`src/rtl/rom_burst_arb_pkg.sv`:
```
// Shared types and constants for the ROM burst arbiter.
package rom_burst_arb_pkg;

  localparam int LEN_W      = 2;
  localparam int ADDR_W_DEF = 4;
  localparam int DATA_W_DEF = 4;

  typedef enum logic {
    IDLE  = 1'b0,
    BURST = 1'b1
  } state_t;

endpackage

```
`src/rtl/rom_burst_arbiter_rr_arb2.sv`:
```
// Two-way round-robin picker: prefers the requester named by ptr,
// falls back to the other one when that requester is idle.
module rr_arb2 (
  input  logic [1:0] valid,
  input  logic       ptr,
  output logic [1:0] grant,
  output logic       grant_idx
);

  // Pick the preferred requester if it is asking, otherwise the other.
  always_comb begin
    grant_idx = valid[ptr] ? ptr : ~ptr;
    grant     = 2'b00;
    if (|valid) begin
      grant[grant_idx] = 1'b1;
    end
  end

endmodule

```
`src/rtl/rom_burst_arbiter.sv`:
```
// Round-robin burst arbiter in front of a synchronous-read ROM port.
// Optional per-requester grant counters: define ROM_BURST_ARBITER_PERF_EN.
//
// state | meaning
// IDLE  | no burst in flight; grants and issues the first beat same cycle
// BURST | issuing the remaining beats of the owner's burst
module rom_burst_arbiter
  import rom_burst_arb_pkg::*;
#(
  parameter int ADDR_W = ADDR_W_DEF,
  parameter int DATA_W = DATA_W_DEF
) (
  input  logic              clk,
  input  logic              rst,
  input  logic              req0_valid,
  input  logic [ADDR_W-1:0] req0_addr,
  input  logic [LEN_W-1:0]  req0_len,
  output logic              req0_ready,
  output logic              rsp0_valid,
  output logic [DATA_W-1:0] rsp0_data,
  output logic              rsp0_last,
  input  logic              req1_valid,
  input  logic [ADDR_W-1:0] req1_addr,
  input  logic [LEN_W-1:0]  req1_len,
  output logic              req1_ready,
  output logic              rsp1_valid,
  output logic [DATA_W-1:0] rsp1_data,
  output logic              rsp1_last,
  output logic              rom_en,
  output logic [ADDR_W-1:0] rom_addr,
  input  logic [DATA_W-1:0] rom_data
`ifdef ROM_BURST_ARBITER_PERF_EN
  ,
  output logic [7:0]        grant_cnt0,
  output logic [7:0]        grant_cnt1
`endif
);

  state_t              state, state_nxt;
  logic                rr_ptr;
  logic                owner;
  logic [ADDR_W-1:0]   cur_addr;
  logic [LEN_W-1:0]    beats_left;
  logic                p_valid, p_owner, p_last;

  logic [1:0]          grant;
  logic                grant_idx;
  logic                accept;
  logic                issue_owner;
  logic                issue_last;
  logic [ADDR_W-1:0]   sel_addr;
  logic [LEN_W-1:0]    sel_len;

  rr_arb2 u_rr_arb2 (
    .valid     ({req1_valid, req0_valid}),
    .ptr       (rr_ptr),
    .grant     (grant),
    .grant_idx (grant_idx)
  );

  assign sel_addr = grant_idx ? req1_addr : req0_addr;
  assign sel_len  = grant_idx ? req1_len  : req0_len;

  // Grant/issue decode and next state; everything is held quiet while rst is high.
  always_comb begin
    state_nxt   = state;
    accept      = 1'b0;
    req0_ready  = 1'b0;
    req1_ready  = 1'b0;
    rom_en      = 1'b0;
    rom_addr    = '0;
    issue_owner = owner;
    issue_last  = 1'b0;
    if (!rst) begin
      case (state)
        IDLE: begin
          if (|grant) begin
            accept      = 1'b1;
            req0_ready  = grant[0];
            req1_ready  = grant[1];
            rom_en      = 1'b1;
            rom_addr    = sel_addr;
            issue_owner = grant_idx;
            issue_last  = (sel_len == '0);
            state_nxt   = issue_last ? IDLE : BURST;
          end
        end
        BURST: begin
          rom_en      = 1'b1;
          rom_addr    = cur_addr + ADDR_W'(1);
          issue_owner = owner;
          issue_last  = (beats_left == LEN_W'(1));
          state_nxt   = issue_last ? IDLE : BURST;
        end
        default: state_nxt = IDLE;
      endcase
    end
  end

  // Burst bookkeeping, round-robin pointer and one-deep response pipe.
  always_ff @(posedge clk) begin
    if (rst) begin
      state      <= IDLE;
      rr_ptr     <= 1'b0;
      owner      <= 1'b0;
      cur_addr   <= '0;
      beats_left <= '0;
      p_valid    <= 1'b0;
      p_owner    <= 1'b0;
      p_last     <= 1'b0;
    end else begin
      state   <= state_nxt;
      p_valid <= rom_en;
      p_owner <= issue_owner;
      p_last  <= issue_last;
      if (accept) begin
        owner      <= grant_idx;
        cur_addr   <= sel_addr;
        beats_left <= sel_len;
        rr_ptr     <= ~grant_idx;
      end else if (state == BURST) begin
        cur_addr   <= cur_addr + ADDR_W'(1);
        beats_left <= beats_left - LEN_W'(1);
      end
    end
  end

  assign rsp0_valid = p_valid & ~p_owner & ~rst;
  assign rsp1_valid = p_valid &  p_owner & ~rst;
  assign rsp0_last  = rsp0_valid & p_last;
  assign rsp1_last  = rsp1_valid & p_last;
  assign rsp0_data  = rom_data;
  assign rsp1_data  = rom_data;

`ifdef ROM_BURST_ARBITER_PERF_EN
  // Saturating count of accepted bursts per requester.
  always_ff @(posedge clk) begin
    if (rst) begin
      grant_cnt0 <= 8'd0;
      grant_cnt1 <= 8'd0;
    end else begin
      if (req0_ready && grant_cnt0 != 8'hFF) grant_cnt0 <= grant_cnt0 + 8'd1;
      if (req1_ready && grant_cnt1 != 8'hFF) grant_cnt1 <= grant_cnt1 + 8'd1;
    end
  end
`else
  // Counters are not built in the default configuration.
`endif

endmodule

```
`config.mk`:
```
export PLATFORM = sky130hd
export DESIGN_NAME = rom_burst_arbiter
export DESIGN_NICKNAME = d
export VERILOG_FILES = /design/src/rtl/rom_burst_arb_pkg.sv /design/src/rtl/rom_burst_arbiter_rr_arb2.sv /design/src/rtl/rom_burst_arbiter.sv
export SDC_FILE = /design/constraint.sdc
export NUM_CORES = 1
export LEC_CHECK = 0
export CORE_UTILIZATION = 40
export DETAILED_ROUTE_END_ITERATION = 10
export PLACE_DENSITY = 0.84
export SETUP_SLACK_MARGIN = 0.1
export SYNTH_ARGS = -nofsm -noshare
export SYNTH_HDL_FRONTEND = slang
export SYNTH_HIERARCHICAL = 1
export SYNTH_SLANG_ARGS = --single-unit
```
`constraint.sdc`:
```
create_clock -name clk -period 1.6 [get_ports clk]
set_clock_uncertainty 0.1 [all_clocks]
set_input_delay 0.32 -clock clk [delete_from_list [all_inputs] [get_ports clk]]
set_output_delay 0.32 -clock clk [all_outputs]
set_load 0.05 [all_outputs]
```
==> flow_summary_export.csv, run 1 <==
group,metric,value,unit
floorplanning,die_x,47.92,um
synthesis,syn_inst,99,
global_route,track_usage,0.3059,
clocking,h-tree-depth,1,
synthesis,synth_top_cells_by_count,"dfxtp_1 (12), nand2_1 (10), buf_4 (9)",
clocking,hold_buffers,0,
synthesis,async_flop_share,0,
placement,placed_area,1420,um2
timing,period_share,1.307,
final_layout,fillCellCount,73,
final_layout,antenna_cells,0,
route,antenna_left,0,
final_layout,fin_cells,173,
timing,tns,-2.968,ns
global_route,grt_pass1_wl,4795,um
synthesis,yosysTopAreaCell,"dfxtp_1",
power,p_leak,0.0007072,uW
run_status,status,"finished with violations",
placement,place_ws,-0.6020,ns
synthesis,synth_edf_count,0,
global_route,grt_pass1_vias,1016,
route,num_vias,1004,
run,maxCapViolations,0,
worst_setup_path,reg2reg_from,"rr_ptr",
worst_setup_path,cp_max_fo,5,
synthesis,synth.top_cell.area_share,0.2849,
power,p_per_area,911.5,nW/um2
synthesis,synth_area_leaders,"dfxtp_1 (28%), buf_4 (8.0%), a21oi_1 (4.7%)",
clocking,cts_buffer_depth,2,
synthesis,synth_cell_types,35,
placement,io_buffer_count,26,
min_path,hold_end,"owner",
placement,post-dp-hpwl,1748,um
synthesis,synthesis.area,843.3,um2
min_path,min_path_cells,3,
min_path,hold_class,"in2reg",
synthesis,synth.yosys.seq_area_share,0.2849,
clocking,tritoncts,"yes",
worst_setup_path,crit_required,1.18,ns
clocking,numCtsBuffers,3,
floorplanning,dieArea,2296,um2
route,drc,0,
final_layout,nets,169,
worst_setup_path,reg2reg_to,"cur_addr[2]",
worst_setup_path,startpoint_type,"flop",
global_route,antenna_found_initial,0,
synthesis,synth-seq-cells,12,
route,routed_wl,3793,um
synthesis,synthesis.nets,121,
final_layout,syn2layout_area_growth,107.0,%
timing,slew_headroom,0.7659,
synthesis,synthFlopType,"dfxtp_1",
worst_setup_path,r2r_slack,-0.06,ns
min_path,min_from,"rst",
final_layout,final_layout_size_suffix_gt1_frac,0.6233,
power,peakVddDrop,0.0008510,V
global_route,grt_max_degree,10,
worst_setup_path,cp.arrival,1.67,ns
clocking,ctsRootBufferMaster,"clkbuf_4",
route,drtPass1Iterations,4,
global_route,grt_overflow_total,0,
clocking,clkTransAtPathRegs,0.09,ns
floorplanning,core,1962,um2
synthesis,yosysWarnings,6,
route,via_per_inst,5.803,
floorplanning,die_h,47.92,um
run_status,violations,"setup timing",
floorplanning,initial_core_util,0.4298,
worst_setup_path,path_class,"reg2out",
synthesis,yosysMostFrequentCell,"dfxtp_1",
final_layout,final_area,1745,um2
worst_setup_path,r2r_cells,8,
timing,setup_violations,14,
synthesis,syn_area_per_cell,8.518,um2
clocking,clock_latency,0.29,ns
route,avgRoutedWirePerCell,21.92,um
floorplanning,rows,16,
clocking,numClockSinks,12,
placement,gp_congestion,0.7646,
timing,worst_pin_slew,0.3506,ns
route,drtIter0Drc,32,
floorplanning,ios,39,
timing,period_needed,2.091,ns
timing,drv_slew,0,
timing,fmax,478.2,MHz
timing,fin_ws,-0.4914,ns
placement,dpl.cell_count,159,
timing,hold_viol_final,0,
timing,rsz0062_at_grt,"true",
worst_setup_path,endpoint_kind,"output port",
==> area by class of cell <==
cell class | instances | area (um2) | area share
Multi-Input combinational cell | 69 | 768.2 | 0.4401
Tap cell | 27 | 33.78 | 0.01935
Timing Repair Buffer | 57 | 640.6 | 0.3670
Clock buffer | 4 | 36.28 | 0.02079
Inverter | 4 | 15.01 | 0.008602
Sequential cell | 12 | 251.5 | 0.1441
==> through the flow <==
step | hold slack [ns] | util | total power, uW
after floorplan | 0.3442 | - | 860.2
after global placement | 0.3493 | 0.7239 | 1072
after detailed placement | 0.3626 | 0.7239 | 1092
after CTS | 0.3106 | 0.8374 | 1459
after global routing | 0.3007 | 0.8897 | 1653
final | 0.2915 | 0.8897 | 1591
==> worst max path at each step <==
stage                     from          end  slack, ns
floorplan               rr_ptr  rom_addr[3]      -0.12
finish                  rr_ptr  rom_addr[2]      -0.49
global placement    req0_valid  rom_addr[3]      -0.57
detailed placement  req0_valid  rom_addr[3]      -0.60
global route            rr_ptr  rom_addr[2]      -0.53
CTS                     rr_ptr  rom_addr[1]      -0.40
==> critical path: stages, from the launching register on <==
cell and delay [ns]:
dfxtp_4 0.39, inv_2 0.04, a21boi_2 0.17, buf_6 0.14
o21ba_4 0.24, nand2_4 0.08, a21oi_4 0.17, buf_12 0.15
==> layout by cell type, fill, tap and decap left out, drive strengths merged, types with 3 or more instances in the layout <==
cell type	Yosys	final
nor2	5	5
nor2b	3	3
mux2	3	3
inv	4	4
clkbuf	0	4
clkdlybuf4s50	0	12
a31oi	3	3
o32ai	3	3
nand2	10	10
buf	14	43
and2	3	3
a21oi	8	8
nand3b	3	3
nand2b	4	4
dfxtp	12	12
==> timing repair <==
item                                    in CTS  in global routing
gates resized for setup                     40                 19
gates cloned                                 1                  0
endpoints found under the setup margin      23                 23
setup buffers                                7                  4
endpoints found under the hold margin        0                  0
pin swaps                                   17                 16
==> report_power, final <==
part	internal (uW)	switching, uW	total, uW	leakage (uW)
Combinational	465	449	914	0.000585
Sequential	350	63.9	414	0.000101
Clock	139	124	263	0.0000210
Total	954	637	1590	0.000707
==> layer usage <==
metal	wire length [um]	vias up	global-route usage	part of all wire
li1	-	439	-	-
met3	160	16	0.09434	0.042
met4	106	0	0.1500	0.028
met5	0	-	0	0
met1	1563	508	0.3363	0.41
met2	1962	41	0.5297	0.52
==> flip-flops by register name (all words and copies together) (netlist names) <==
register,flops
cur_addr,4
rr_ptr,1
p_last,1
p_valid,1
p_owner,1
owner,1
state,1
beats_left,2
==> kinds of logic after synthesis <==
kind of cell / count (synthesis) / synth area share
simple gates: 36 / 0.2448
compound gates: 24 / 0.2226
buf+inv: 18 / 0.1335
flops: 12 / 0.2849
mux: 5 / 0.06380
xor+xnor: 2 / 0.02078
fa+ha+maj: 2 / 0.02967
Note: power is estimated with default switching activity, not from simulation.
==> run 2: changes to the inputs <==
TNS_END_PERCENT = 30   (was not set)
==> run 2 against run 1 <==
  * The flow still finishes with violations (setup timing)
  * Wire length shrank 12%
  * Cell area shrank 4.5%
  * Fmax grew 1.5%
  * Critical path depth grew 1
  * Sequential share of layout area grew 0.31 points
  * Non-clock buffer count is the same
  * Largest cell class unchanged
  * Largest power group unchanged
==> flow_summary_export.csv, run 2 (synthesis gave the netlist of run 1 again) <==
group,metric,value,unit
route,met1Wirelength,1314,um
worst_setup_path,path_cells,"buf_6 -> inv_2 -> a21boi_2 -> buf_6 -> o21ba_4 -> nand2_4 -> a21oi_4 -> buf_12",
timing,period_needed,2.060,ns
final_layout,final_cell_mix,"buf_4 (23), clkdlybuf4s50_1 (12), dfxtp_1 (10), buf_12 (10), buf_6 (9)",
placement,place_ws,-0.5933,ns
final_layout,nets,169,
timing,period_share,1.287,
floorplanning,die_h,47.92,um
placement,io_buffer_count,26,
clocking,clock_latency,0.26,ns
final_layout,largest_reg_flops,4,
worst_setup_path,crit_required,1.18,ns
worst_setup_path,crit_path_start,"rr_ptr",
clocking,cts_buffer_depth,2,
final_layout,fillCellCount,99,
global_route,grt_overflow_total,0,
floorplanning,dieArea,2296,um2
floorplanning,rows,16,
worst_setup_path,cp.buffers_inverters,4,
worst_setup_path,cp.arrival,1.64,ns
timing,setup_violations,15,
worst_setup_path,cp_slowest_cell,"dfxtp_4",
min_path,hold_class,"in2reg",
clocking,clkTransAtPathRegs,0.08,ns
worst_setup_path,cpLargestDelayFamily,"compound AO/OA/AOI/OAI gates",
run_status,violations,"setup timing",
power,p_leak,0.0006805,uW
route,routed_wl,3349,um
worst_setup_path,crit_cells,8,
clocking,ctsRootBufferMaster,"clkbuf_4",
route,avgRoutedWirePerCell,19.36,um
global_route,grt_pass1_wl,4305,um
floorplanning,initial_core_util,0.4298,
run_status,status,"finished with violations",
route,num_vias,983,
global_route,antenna_found_initial,0,
final_layout,final_common_cell,"buf_4",
floorplanning,ios,39,
clocking,numCtsBuffers,3,
timing,fin_hold_ws,0.3299,ns
timing,worst_pin_slew,0.3664,ns
timing,fin_ws,-0.4599,ns
worst_setup_path,startpoint_type,"flop",
clocking,h-tree-depth,1,
worst_setup_path,r2r_cells,8,
clocking,hold_buffers,0,
timing,rsz0062_at_grt,"true",
worst_setup_path,path_class,"reg2out",
timing,fmax,485.5,MHz
timing,hold_viol_final,0,
route,route.met3.wl,192,um
final_layout,top_register,"cur_addr",
power,peakVddDrop,0.0007194,V
worst_setup_path,endpoint_kind,"output port",
placement,gp_congestion,0.9086,
final_layout,final_layout_size_suffix_gt1_frac,0.5685,
floorplanning,core,1962,um2
route,met2_length,1740,um
route,antenna_left,0,
floorplanning,die_x,47.92,um
timing,slew_headroom,0.7557,
final_layout,antenna_cells,0,
global_route,grt_pass1_vias,980,
worst_setup_path,cpPeakStageDelay,0.38,ns
worst_setup_path,cp-endpoint,"rom_addr[2]",
final_layout,syn2layout_area_growth,97.63,%
clocking,numClockSinks,12,
global_route,grt_max_degree,11,
power,p_per_area,915.5,nW/um2
route,drtPass1Iterations,4,
power,total_power,1526,uW
worst_setup_path,cpMostUsedCell,"buf_6",
worst_setup_path,reg2reg_to,"beats_left[1]",
final_layout,reg_top3,"cur_addr (4), beats_left (2)",
timing,drv_slew,0,
route,drc,0,
worst_setup_path,reg2reg_from,"rr_ptr",
worst_setup_path,cp_max_fo,4,
clocking,tritoncts,"yes",
route,via_per_inst,5.682,
worst_setup_path,r2r_slack,-0.12,ns
placement,post-dp-hpwl,1860,um
run,maxCapViolations,0,
route,top_layer_used,"met4",
route,drtIter0Drc,19,
global_route,track_usage,0.2775,
## run 2: cell types whose count changed in the layout (fill, tap and decap cells not counted), moves of 2 or more
cell | previous run | this run
a21oi_1 | 2 | 5
a21oi_2 | 2 | 0
buf_4 | 19 | 23
buf_6 | 12 | 9
dfxtp_4 | 3 | 1
mux2i_1 | 0 | 2
mux2i_4 | 2 | 0
nand2b_1 | 2 | 4
nand2b_4 | 2 | 0
## run 2: layout make-up
type	instances	area, um2	area share
clock buffer	4	36.28	0.02177
multi-input combinational	69	719.4	0.4317
inverter	4	15.01	0.009009
tap	27	33.78	0.02027
sequential	12	245.2	0.1471
timing repair buffer	57	616.8	0.3701
## run 2: per-layer routing
layer / track usage / vias up
met5: 0 / -
met4: 0.1500 / 0
met3: 0.05660 / 14
met2: 0.5243 / 47
met1: 0.2803 / 485
li1: - / 437
## run 2: per-stage QoR
step	util	TNS [ns]	cells	area (um2)
floorplan	-	-0.3896	99	929.6
global placement	0.7092	-7.373	161	1391
detailed placement	0.7092	-7.801	161	1391
CTS	0.8138	-2.621	172	1597
global route	0.8495	-4.220	173	1667
finish	0.8495	-3.188	173	1667
## run 2: how the worst min path moves through the flow
| stage | startpoint | endpoint | slack (ns) | depth (start not counted) |
|---|---|---|---|---|
| 2_1_floorplan | owner | owner | 0.34 | 2 |
| 4_1_cts | owner | p_owner | 0.38 | 2 |
| 3_3_place_gp | owner | owner | 0.35 | 2 |
| 3_5_place_dp | owner | p_owner | 0.37 | 2 |
| 5_1_grt | rst | p_valid | 0.34 | 3 |
| 6_report | rst | p_valid | 0.33 | 3 |
## run 2: what timing repair did
action,in CTS,in global routing
endpoints found under the setup margin,23,23
setup buffers,7,1
pin swaps,13,6
resized for setup,35,15
## run 2: power by group
group	leakage [uW]	switching, uW	internal [uW]
sequential	0.000100	59.9	349
clock	0.0000210	102	138
combinational	0.000559	427	450
total	0.000680	589	937
## run 2: worst reg2reg max path: cells and delay by family (launching register included)
family | cells | cell delay (ns)
AO/OA/AOI/OAI | 3 | 0.58
buffers and inverters | 5 | 0.59
flip-flops | 1 | 0.37
==> run 3: changes to the inputs <==
CORE_MARGIN = 4   (was not set)
MAX_ROUTING_LAYER = met4   (was not set)
==> run 3 against run 2 <==
  * The flow still finishes with violations (setup timing)
  * Cell area down 8.7%
  * Total power down 8.1%
  * Setup slack better by 0.041 ns
  * Fmax up 2.0%
  * Sequential cell count unchanged
  * Sequential power about the same
  * Hold slack better by 0.027 ns
  * Core utilization down 8.2 points
  * Via count down 9.9%
  * Combinational power down 16%
  * Die area up 27%
==> flow_summary_export.csv, run 3 (synthesis gave the netlist of run 1 again) <==
group,metric,value,unit
run_status,status,"finished with violations",
run_status,violations,"setup timing",
placement,io_buffer_count,26,
worst_setup_path,crit_required,1.18,ns
worst_setup_path,crit_cells,7,
placement,post-dp-hpwl,1917,um
worst_setup_path,endpoint_kind,"output port",
final_layout,seqCellArea,250.2,um2
final_layout,largest_reg_flops,4,
timing,period_needed,2.019,ns
min_path,min_path_cells,3,
worst_setup_path,cpMostUsedCell,"buf_4",
worst_setup_path,r2r_cells,6,
clocking,numClockSinks,12,
route,antenna_left,0,
placement,gp_congestion,0.8123,
timing,period_share,1.262,
timing,hold_viol_final,0,
global_route,grt_overflow_total,0,
worst_setup_path,path_class,"reg2out",
timing,drv_slew,0,
global_route,antenna_found_initial,0,
worst_setup_path,cp.buffers_inverters,3,
clocking,clock_latency,0.29,ns
global_route,grt_pass1_wl,3850,um
clocking,tritoncts,"yes",
worst_setup_path,cpLargestDelayFamily,"buffers and inverters",
final_layout,final_layout_size_suffix_gt1_frac,0.5109,
route,num_vias,886,
worst_setup_path,path_cells,"nand2_2 -> o21ai_1 -> buf_4 -> mux2i_1 -> buf_4 -> o32ai_4 -> buf_12",
timing,rsz0062_at_grt,"true",
timing,fmax,495.4,MHz
global_route,grt_max_degree,12,
worst_setup_path,reg2reg_to,"beats_left[1]",
worst_setup_path,reg2reg_from,"rr_ptr",
worst_setup_path,cp_slowest_cell,"dfxtp_2",
timing,slew_headroom,0.7551,
final_layout,nets,160,
route,drtPass1Iterations,4,
final_layout,multi_input_area,651.9,um2
floorplanning,initial_core_util,0.4255,
final_layout,reg_top3,"cur_addr (4), beats_left (2)",
worst_setup_path,r2r_slack,-0.06,ns
clocking,ctsRootBufferMaster,"clkbuf_4",
global_route,track_usage,0.1962,
min_path,hold_end,"p_valid",
final_layout,final_cell_mix,"buf_4 (20), clkdlybuf4s50_1 (12), buf_12 (9)",
run,maxCapViolations,0,
floorplanning,rows,16,
placement,placed_area,1369,um2
route,drc,0,
power,p_leak,0.0006222,uW
clocking,cts_buffer_depth,2,
route,via_per_inst,5.402,
floorplanning,core,1982,um2
final_layout,top_register,"cur_addr",
min_path,hold_class,"in2reg",
route,drtIter0Drc,9,
min_path,min_from,"rst",
final_layout,final_common_cell,"buf_4",
power,p_per_area,921.3,nW/um2
timing,worst_pin_slew,0.3643,ns
final_layout,final_util,0.7677,
floorplanning,ios,39,
final_layout,antenna_cells,0,
route,avgRoutedWirePerCell,15.92,um
global_route,grt_pass1_vias,881,
final_layout,fillCellCount,128,
final_layout,syn2layout_area_growth,80.42,%
floorplanning,die_x,53.92,um
timing,fin_ws,-0.4188,ns
final_layout,final_area,1521,um2
floorplanning,dieArea,2907,um2
clocking,h-tree-depth,1,
clocking,numCtsBuffers,3,
worst_setup_path,cp.arrival,1.60,ns
worst_setup_path,cp_max_fo,5,
power,peakVddDrop,0.0007098,V
worst_setup_path,startpoint_type,"flop",
floorplanning,die_h,53.92,um
worst_setup_path,cpPeakStageDelay,0.36,ns
route,routed_wl,2611,um
clocking,clkTransAtPathRegs,0.09,ns
timing,setup_violations,8,
run 3: area by class of cell:
class	count	area share
Sequential cell	12	0.1645
Clock buffer	4	0.02385
Timing Repair Buffer	48	0.3512
Inverter	4	0.009868
Multi-Input combinational cell	69	0.4285
Tap cell	27	0.02220
run 3: power by group:
group	internal, uW	total (uW)	switching [uW]
clock	139	256	117
sequential	350	407	56.7
combinational	381	739	359
total	869	1400	532
run 3: worst max-delay path by stage:
stage	start	to
after global routing	rr_ptr	rom_addr[3]
after floorplan	rr_ptr	rom_addr[3]
final	rr_ptr	rom_addr[3]
after CTS	rr_ptr	rom_addr[3]
after global placement	req0_valid	rom_addr[3]
after detailed placement	req1_valid	rom_addr[3]
run 3: per-layer routing:
layer | share of wire | vias up | GRT usage
li1 | - | 417 | -
met4 | 0.020 | 0 | 0.08511
met2 | 0.55 | 36 | 0.3508
met3 | 0.062 | 10 | 0.05817
met5 | 0 | - | -
met1 | 0.37 | 423 | 0.1950
run 3: metrics by stage:
stage               setup WS, ns  setup TNS (ns)  total power [uW]  cells  hold WS, ns
finish                   -0.4188          -2.303              1402    164       0.3573
floorplan                -0.1218         -0.3896             841.7     99       0.3442
CTS                      -0.4248          -3.957              1358    163       0.3720
global route             -0.4777          -2.828              1463    164       0.3698
global placement         -0.5716          -7.917              1046    158       0.3520
detailed placement       -0.5966          -8.661              1071    158       0.3620
run 3: tightest hold or removal path, delay by kind of cell:
| kind | cells | cell delay, ns |
|---|---|---|
| and+or+nand+nor | 1 | 0.05 |
| buffers and inverters | 2 | 0.33 |
run 3: what timing repair did:
| item | CTS | global route |
|---|---|---|
| endpoints found under the setup margin | 23 | 18 |
| resized for setup | 13 | 24 |
| hold buffers | 0 | 0 |
| buffers inserted | 1 | 1 |
| pin swaps | 6 | 5 |
